==> config.mk <==
export PLATFORM = sky130hd
export DESIGN_NAME = rom_load_arbiter
export DESIGN_NICKNAME = d
export VERILOG_FILES = /design/src/rtl/rom_load_arbiter.sv
export SDC_FILE = /design/constraint.sdc
export NUM_CORES = 1
export LEC_CHECK = 0
export CAP_MARGIN = 20
export CELL_PAD_IN_SITES_DETAIL_PLACEMENT = 0
export CELL_PAD_IN_SITES_GLOBAL_PLACEMENT = 1
export CORE_MARGIN = 10
export CORE_UTILIZATION = 32
export DETAILED_ROUTE_END_ITERATION = 12
export GPL_ROUTABILITY_DRIVEN = 0
export HOLD_SLACK_MARGIN = 0.05
export PLACE_DENSITY = 0.9
export REMOVE_ABC_BUFFERS = 1
export SLEW_MARGIN = 20
export SYNTH_ARGS = -nofsm -noshare
export SYNTH_HDL_FRONTEND = slang
export SYNTH_SLANG_ARGS = --single-unit
==> constraint.sdc <==
create_clock -name clk_sys -period 3.2 [get_ports clk_sys]
set_clock_uncertainty 0.05 [all_clocks]
set_input_delay 0.64 -clock clk_sys [delete_from_list [all_inputs] [get_ports clk_sys]]
set_output_delay 0.64 -clock clk_sys [all_outputs]
set_load 0.05 [all_outputs]
==> src/rtl/rom_load_arbiter.sv <==
// rtl/rom_load_arbiter.sv - ROM download / game read port arbiter with boot reset sequencing
//
// Shares the single port of the program/graphics ROM BRAM between the data_io
// download path and the game core's read path, and holds the game core in reset
// until a ROM image has been loaded and a short settle time has elapsed.
//
// Ports:
//   clk_sys, reset              system clock, asynchronous active-high reset
//   ioctl_downl/index/wr/addr/dout
//                               data_io download interface (byte strobes)
//   cpu_rd, cpu_addr            game read request (one-cycle pulse) and address
//   cpu_data, cpu_valid         read data (8'hFF outside RUN), valid one cycle after cpu_rd
//   rom_addr, rom_din, rom_we   BRAM port driven towards the ROM
//   rom_dout                    BRAM read data, one cycle latency
//   game_reset                  active-high reset to the game core
//   dl_busy                     high while a ROM download is being written
//   dl_overflow                 sticky flag: a download byte beyond 2**AW was dropped
module rom_load_arbiter #(
  parameter int unsigned AW           = 14,
  parameter logic [7:0]  ROM_INDEX    = 8'd0,
  parameter int unsigned HOLD_CYCLES  = 16,
  parameter bit          ROM_REQUIRED = 1'b1
) (
  input  logic          clk_sys,
  input  logic          reset,
  input  logic          ioctl_downl,
  input  logic [7:0]    ioctl_index,
  input  logic          ioctl_wr,
  input  logic [24:0]   ioctl_addr,
  input  logic [7:0]    ioctl_dout,
  input  logic          cpu_rd,
  input  logic [AW-1:0] cpu_addr,
  output logic [7:0]    cpu_data,
  output logic          cpu_valid,
  output logic [AW-1:0] rom_addr,
  output logic [7:0]    rom_din,
  output logic          rom_we,
  input  logic [7:0]    rom_dout,
  output logic          game_reset,
  output logic          dl_busy,
  output logic          dl_overflow
);

  typedef enum logic [1:0] {
    ST_WAIT_DL = 2'd0,
    ST_LOAD    = 2'd1,
    ST_SETTLE  = 2'd2,
    ST_RUN     = 2'd3
  } state_t;

  localparam logic [7:0] HOLD_INIT   = 8'(HOLD_CYCLES - 1);
  localparam state_t     RESET_STATE = ROM_REQUIRED ? ST_WAIT_DL : ST_SETTLE;

  state_t        state_q, state_d;
  logic [7:0]    cnt_q, cnt_d;
  logic [AW-1:0] wr_addr_q, wr_addr_d;
  logic [7:0]    din_q, din_d;
  logic          we_q, we_d;
  logic          ovf_q, ovf_d;
  logic          valid_q, valid_d;
  logic          dl;
  logic          addr_ok;

  assign dl      = ioctl_downl && (ioctl_index == ROM_INDEX);
  // Any address bit at or above AW set means the byte does not fit in the ROM.
  assign addr_ok = ((ioctl_addr >> AW) == 25'd0);

  always_comb begin
    state_d   = state_q;
    cnt_d     = cnt_q;
    wr_addr_d = wr_addr_q;
    din_d     = din_q;
    we_d      = 1'b0;
    ovf_d     = ovf_q;
    // Sampled on the current state, so a read issued on the cycle RUN is left
    // still returns a valid strobe (with 8'hFF data, since the port is gone).
    valid_d   = (state_q == ST_RUN) && cpu_rd;

    // LOAD includes the cycle on which dl falls, so the last byte is not lost.
    if (state_q == ST_LOAD && ioctl_wr) begin
      if (addr_ok) begin
        we_d      = 1'b1;
        wr_addr_d = ioctl_addr[AW-1:0];
        din_d     = ioctl_dout;
      end else begin
        ovf_d = 1'b1;
      end
    end

    case (state_q)
      ST_WAIT_DL: if (dl) state_d = ST_LOAD;
      ST_LOAD: begin
        if (!dl) begin
          state_d = ST_SETTLE;
          cnt_d   = HOLD_INIT;
        end
      end
      ST_SETTLE: begin
        if (dl) begin
          state_d = ST_LOAD;
        end else if (cnt_q == 8'd0) begin
          state_d = ST_RUN;
        end else begin
          cnt_d = cnt_q - 8'd1;
        end
      end
      ST_RUN:  if (dl) state_d = ST_LOAD;
      default: state_d = RESET_STATE;
    endcase

    // A fresh download starts with a clean overflow flag.
    if (state_d == ST_LOAD && state_q != ST_LOAD) ovf_d = 1'b0;
  end

  always_ff @(posedge clk_sys or posedge reset) begin
    if (reset) begin
      state_q   <= RESET_STATE;
      cnt_q     <= 8'd0;
      wr_addr_q <= '0;
      din_q     <= 8'd0;
      we_q      <= 1'b0;
      ovf_q     <= 1'b0;
      valid_q   <= 1'b0;
    end else begin
      state_q   <= state_d;
      cnt_q     <= cnt_d;
      wr_addr_q <= wr_addr_d;
      din_q     <= din_d;
      we_q      <= we_d;
      ovf_q     <= ovf_d;
      valid_q   <= valid_d;
    end
  end

  assign rom_addr    = (state_q == ST_RUN) ? cpu_addr : wr_addr_q;
  assign rom_din     = din_q;
  assign rom_we      = we_q;
  assign cpu_valid   = valid_q;
  assign cpu_data    = (state_q == ST_RUN) ? rom_dout : 8'hFF;
  assign game_reset  = (state_q != ST_RUN);
  assign dl_busy     = (state_q == ST_LOAD);
  assign dl_overflow = ovf_q;

endmodule

Yosys cells after proc, flatten, opt, wreduce, memory -nomap -nowiden:

Cells that the tools add are included.

* multipliers: 0
* reductions and logical operators: 14
* $add $sub $neg: 1
* shift-type cells: 0
* bitwise logic cells: 0
* divide/modulo/power cells: 0
* equal/unequal tests: 10
* muxes and demuxes: 16
* $lt $le $gt $ge: 0

Operators with widths (number)
* $mux W8: 4
* $logic_not A25 Y1: 1
* $logic_not A8 Y1: 2
* $pmux W8 S2: 1
* $mux W14: 1
* $mux W2: 4
* $ne A2 B2 Y1 const B: 4
* $sub A8 B1 Y8 const B: 1
* $pmux W2 S3: 1
* $mux W1: 5
* $eq A2 B1 Y1 const B: 2
* $eq A2 B2 Y1 const B: 2
* $logic_and A1 B1 Y1: 4
* $ne A2 B1 Y1 const B: 2
* $reduce_and A2 Y1: 2
* $reduce_and A4 Y1: 1
* $reduce_bool A2 Y1: 2
* $logic_not A2 Y1: 1
* $reduce_or A2 Y1: 1

* memories: 0
* bits in writable memories: 0
* latch bits: 0
* memory bits (read-only): 0
* input bits: 68
* register bits: 35
* word-level logic and storage cells: 48

Depth between registers and ports, before layout:

Gate-level depths: netlist of run 1.

* depth after elaboration: 8
* depth in mapped cells: 7
* depth with buffers taken out: 6

Worst setup path after synthesis of run 1:

OpenSTA, ideal clock, no wires.

* path kind: reg-to-output
* from: register state_q[0]
* to: output port rom_addr[10]
* data arrival time: 1.551 ns
* required time: 2.510 ns
* stages on the path, launching flop included: 5
* setup slack: 0.959 ns
* buffers on the path: 2
* cells stage by stage: dfrtp_1 -> ha_1 -> clkbuf_1 -> clkbuf_1 -> mux2_2

* word-level cells in the longest chain between the ends: 2

Ends and longest elaborated chain
* from (decl): line 54 `state_t state_q, state_d;`
* from (signal assigned): line 125 `state_q <= state_d;`
* $eq A2 B2 Y1: line 135 `assign rom_addr = (state_q == ST_RUN) ? cpu_addr : wr_addr_q;`
* $mux W14: line 135
* to (decl): line 35 `output logic [AW-1:0] rom_addr,`

No other way between the ends.

Worst setup path in the final report of run 1:

* from: register state_q[0]
* to: output port rom_addr[11]

Same word-level chain as after synthesis.

==> impl_metrics.json, run 1 <==
{
  "ff2ff_path_depth": 6,
  "routed_via_density": 4.860,
  "root_buffer": "clkbuf_8",
  "clock_latency_ns": 0.28,
  "dp_worst_setup_slack_ns": 0.4645,
  "die_x_um": 97.98,
  "dieArea_um2": 9599,
  "hold_buffers": 0,
  "cts_tree": "done",
  "ir_worst_vdd_v": 0.0002318,
  "cts_setup_buffers": 0,
  "fin_ws_ns": 0.3101,
  "finalSetupViolations": 0,
  "nNetsFinal": 339,
  "finalHoldViolCount": 0,
  "worst_slew_pin_slew_ns": 0.7175,
  "fin_crit_sh_pct": 90.31,
  "maxCapViolCount": 0,
  "synth_top_area_share_pct": 45.02,
  "grt_pass1_vias": 1682,
  "synth-edff-count": 0,
  "portBuffers": 102,
  "die_y_um": 97.98,
  "r2r_end": "cnt_q[5]$_DFFE_PP0P_",
  "leakage_nw": 1.418,
  "pwr_density_cell_nw_per_um2": 538.8,
  "start_util_pct": 32.86,
  "cts_buffers": 5,
  "hpwl_um": 4429,
  "dr.pass1.iters": 4,
  "synth-async-reset-ratio_pct": 100.0,
  "holdPathStages": 1,
  "maxSlewViolCount": 0,
  "yosysWarnings": 0,
  "cp.arrival_ns": 2.20,
  "status": "completed",
  "synth.largest_area_cell": "dfrtp_1",
  "rrSetupSlack_ns": 0.94,
  "drc_errors": 0,
  "final-seq-area_um2": 875.8,
  "post-route-util_pct": 52.37,
  "path_max_fanout": 24,
  "ys_seq_area_share_pct": 45.02,
  "relSlewSlack_pct": 51.54,
  "end_kind": "primary output",
  "clk_pin_slew_ns": 0.07,
  "hold_start": "wr_addr_q[1]$_DFFE_PP0P_",
  "fillCellCount": 517,
  "ant_nets": 0,
  "multi_input_area_um2": 953.4,
  "tns_ns": 0,
  "clockBufferDepth": 2,
  "via_count": 1662,
  "clock-sinks": 35,
  "synth_area_um2": 1946,
  "antenna_found_initial": 0,
  "timing.fmax_ghz": 0.3460,
  "synthTopCellsByArea": "dfrtp_1 (45%), mux2_4 (15%), mux2_2 (9.8%)",
  "synth.distinct_cells": 35,
  "critPathLaunchType": "flip-flop",
  "finalCriticalPeriod_ns": 2.890,
  "min_to": "wr_addr_q[1]$_DFFE_PP0P_",
  "avgSynthCellArea_um2": 12.01,
  "fp.coreArea_um2": 5921,
  "grt_max_degree": 36,
  "syn_to_final_growth_pct": 59.36,
  "routed_wl_um": 5646,
  "grt_pass1_wl_um": 9163,
  "rsz0062_at_grt": "no",
  "netlist_instances": 162,
  "globalRoute.totalOverflow": 0,
  "avgRoutedWirePerCell_um": 16.51,
  "cp.required_ns": 2.51,
  "path_class": "reg -> out",
  "synth_top_flop_cell": "dfrtp_1",
  "htree_levels": 2,
  "pin_count": 103,
  "reg2reg_from": "state_q[0]$_DFF_PP0_",
  "cts-resized-gates": 0,
  "ys_ff_latch": 35,
  "hp-class": "reg -> reg",
  "diodes": 0,
  "drtIter0Drc": 55,
  "drive_gt1_share_pct": 20.97,
  "core.rowCount": 28,
  "grtUsageTotal_pct": 11.49
}
## metrics by stage
stage | cells | hold slack (ns) | power, mW | area [um^2]
5_1_grt | 342 | 0.4727 | 1.778 | 3100
4_1_cts | 342 | 0.4601 | 1.692 | 3100
6_report | 342 | 0.4594 | 1.671 | 3100
2_1_floorplan | 153 | 0.4255 | 1.063 | 1871
3_5_place_dp | 334 | 0.4439 | 1.340 | 3000
3_3_place_gp | 334 | 0.4371 | 1.326 | 3000
## cell type report
type	instances	share of cell area (%)
clock buffers	8	3.228
repair buffers	106	33.41
multi-input cells	107	30.75
flip-flops and latches	35	28.25
well taps	75	3.027
inverters	11	1.332
## worst max path at each step
stage	from	endpoint	slack (ns)	cells after the start
2_1_floorplan	state_q[1]$_DFF_PP0_	rom_din[0]$_DFFE_PP0P_	0.89	5
3_3_place_gp	cpu_addr[0]	rom_addr[0]	0.46	3
3_5_place_dp	cpu_addr[13]	rom_addr[13]	0.46	3
4_1_cts	state_q[0]$_DFF_PP0_	rom_addr[11]	0.30	4
5_1_grt	state_q[1]$_DFF_PP0_	rom_addr[11]	0.23	4
6_report	state_q[0]$_DFF_PP0_	rom_addr[11]	0.31	4
## synthesized netlist by cell type, types with 2 or more instances
library cell and instances:
nor2_1 6, dfrtp_1 35, nand2_1 3, a31oi_1 6, o21ai_0 3, nand3_1 6
inv_1 11, nor4_1 2, a22o_1 2, nor3_1 6, ha_1 5, mux2_2 17
o21a_1 2, buf_12 2, a41oi_1 3, nand2b_1 10, clkbuf_1 5, mux2_4 19
o31ai_1 2, or3_1 2
## cell usage in the layout (no fill, tap or decap), types with 3 or more instances in the layout
master           count
o21ai_0              3
clkdlybuf4s50_1     96
dfrtp_1             35
nor2_1               6
a31oi_1              6
a41oi_1              3
nand2b_1            10
inv_1               11
nor3_1               6
nand3_1              6
ha_1                 5
mux2_4              19
buf_4               10
mux2_2              17
clkbuf_8             7
nand2_1              3
## sequential cells by signal, summed over array words and instances, names as in the netlist
name,count
dl_overflow,1
cnt_q,8
state_q,2
cpu_valid,1
rom_we,1
rom_din,8
wr_addr_q,14
## worst max-delay path: stages (launching register included)
cell and delay, ns:
dfrtp_1 0.38, ha_1 0.16, buf_4 0.29, mux2_2 0.38, clkdlybuf4s50_1 0.71
## routing by layer
metal,global-route usage [%],up-vias,wire length [um]
li1,-,790,-
met2,16.85,80,2465
met3,4.228,6,502
met4,3.020,0,53
met1,15.47,786,2626
met5,0,-,0
## cells by family (layout without fill, tap and decap cells)
logic type,after synthesis,after routing,synth area share (%)
compound gates,23,23,8.553
fa+ha+maj,5,5,3.215
buf+inv,20,125,5.981
flops,35,35,45.02
simple gates,43,43,12.73
mux,36,36,24.50
## report_power, final
group / switching, mW / internal, mW
combinational: 0.474 / 0.329
clock: 0.147 / 0.196
sequential: 0.0378 / 0.486
total: 0.659 / 1.01
(Power assumes the default switching activity.)
==> run 2: changes to the inputs <==
CAP_MARGIN = 15   (was 20)
==> results of run 2 <==
Same layout as run 1: the final DEF is identical, and so are final timing and power.
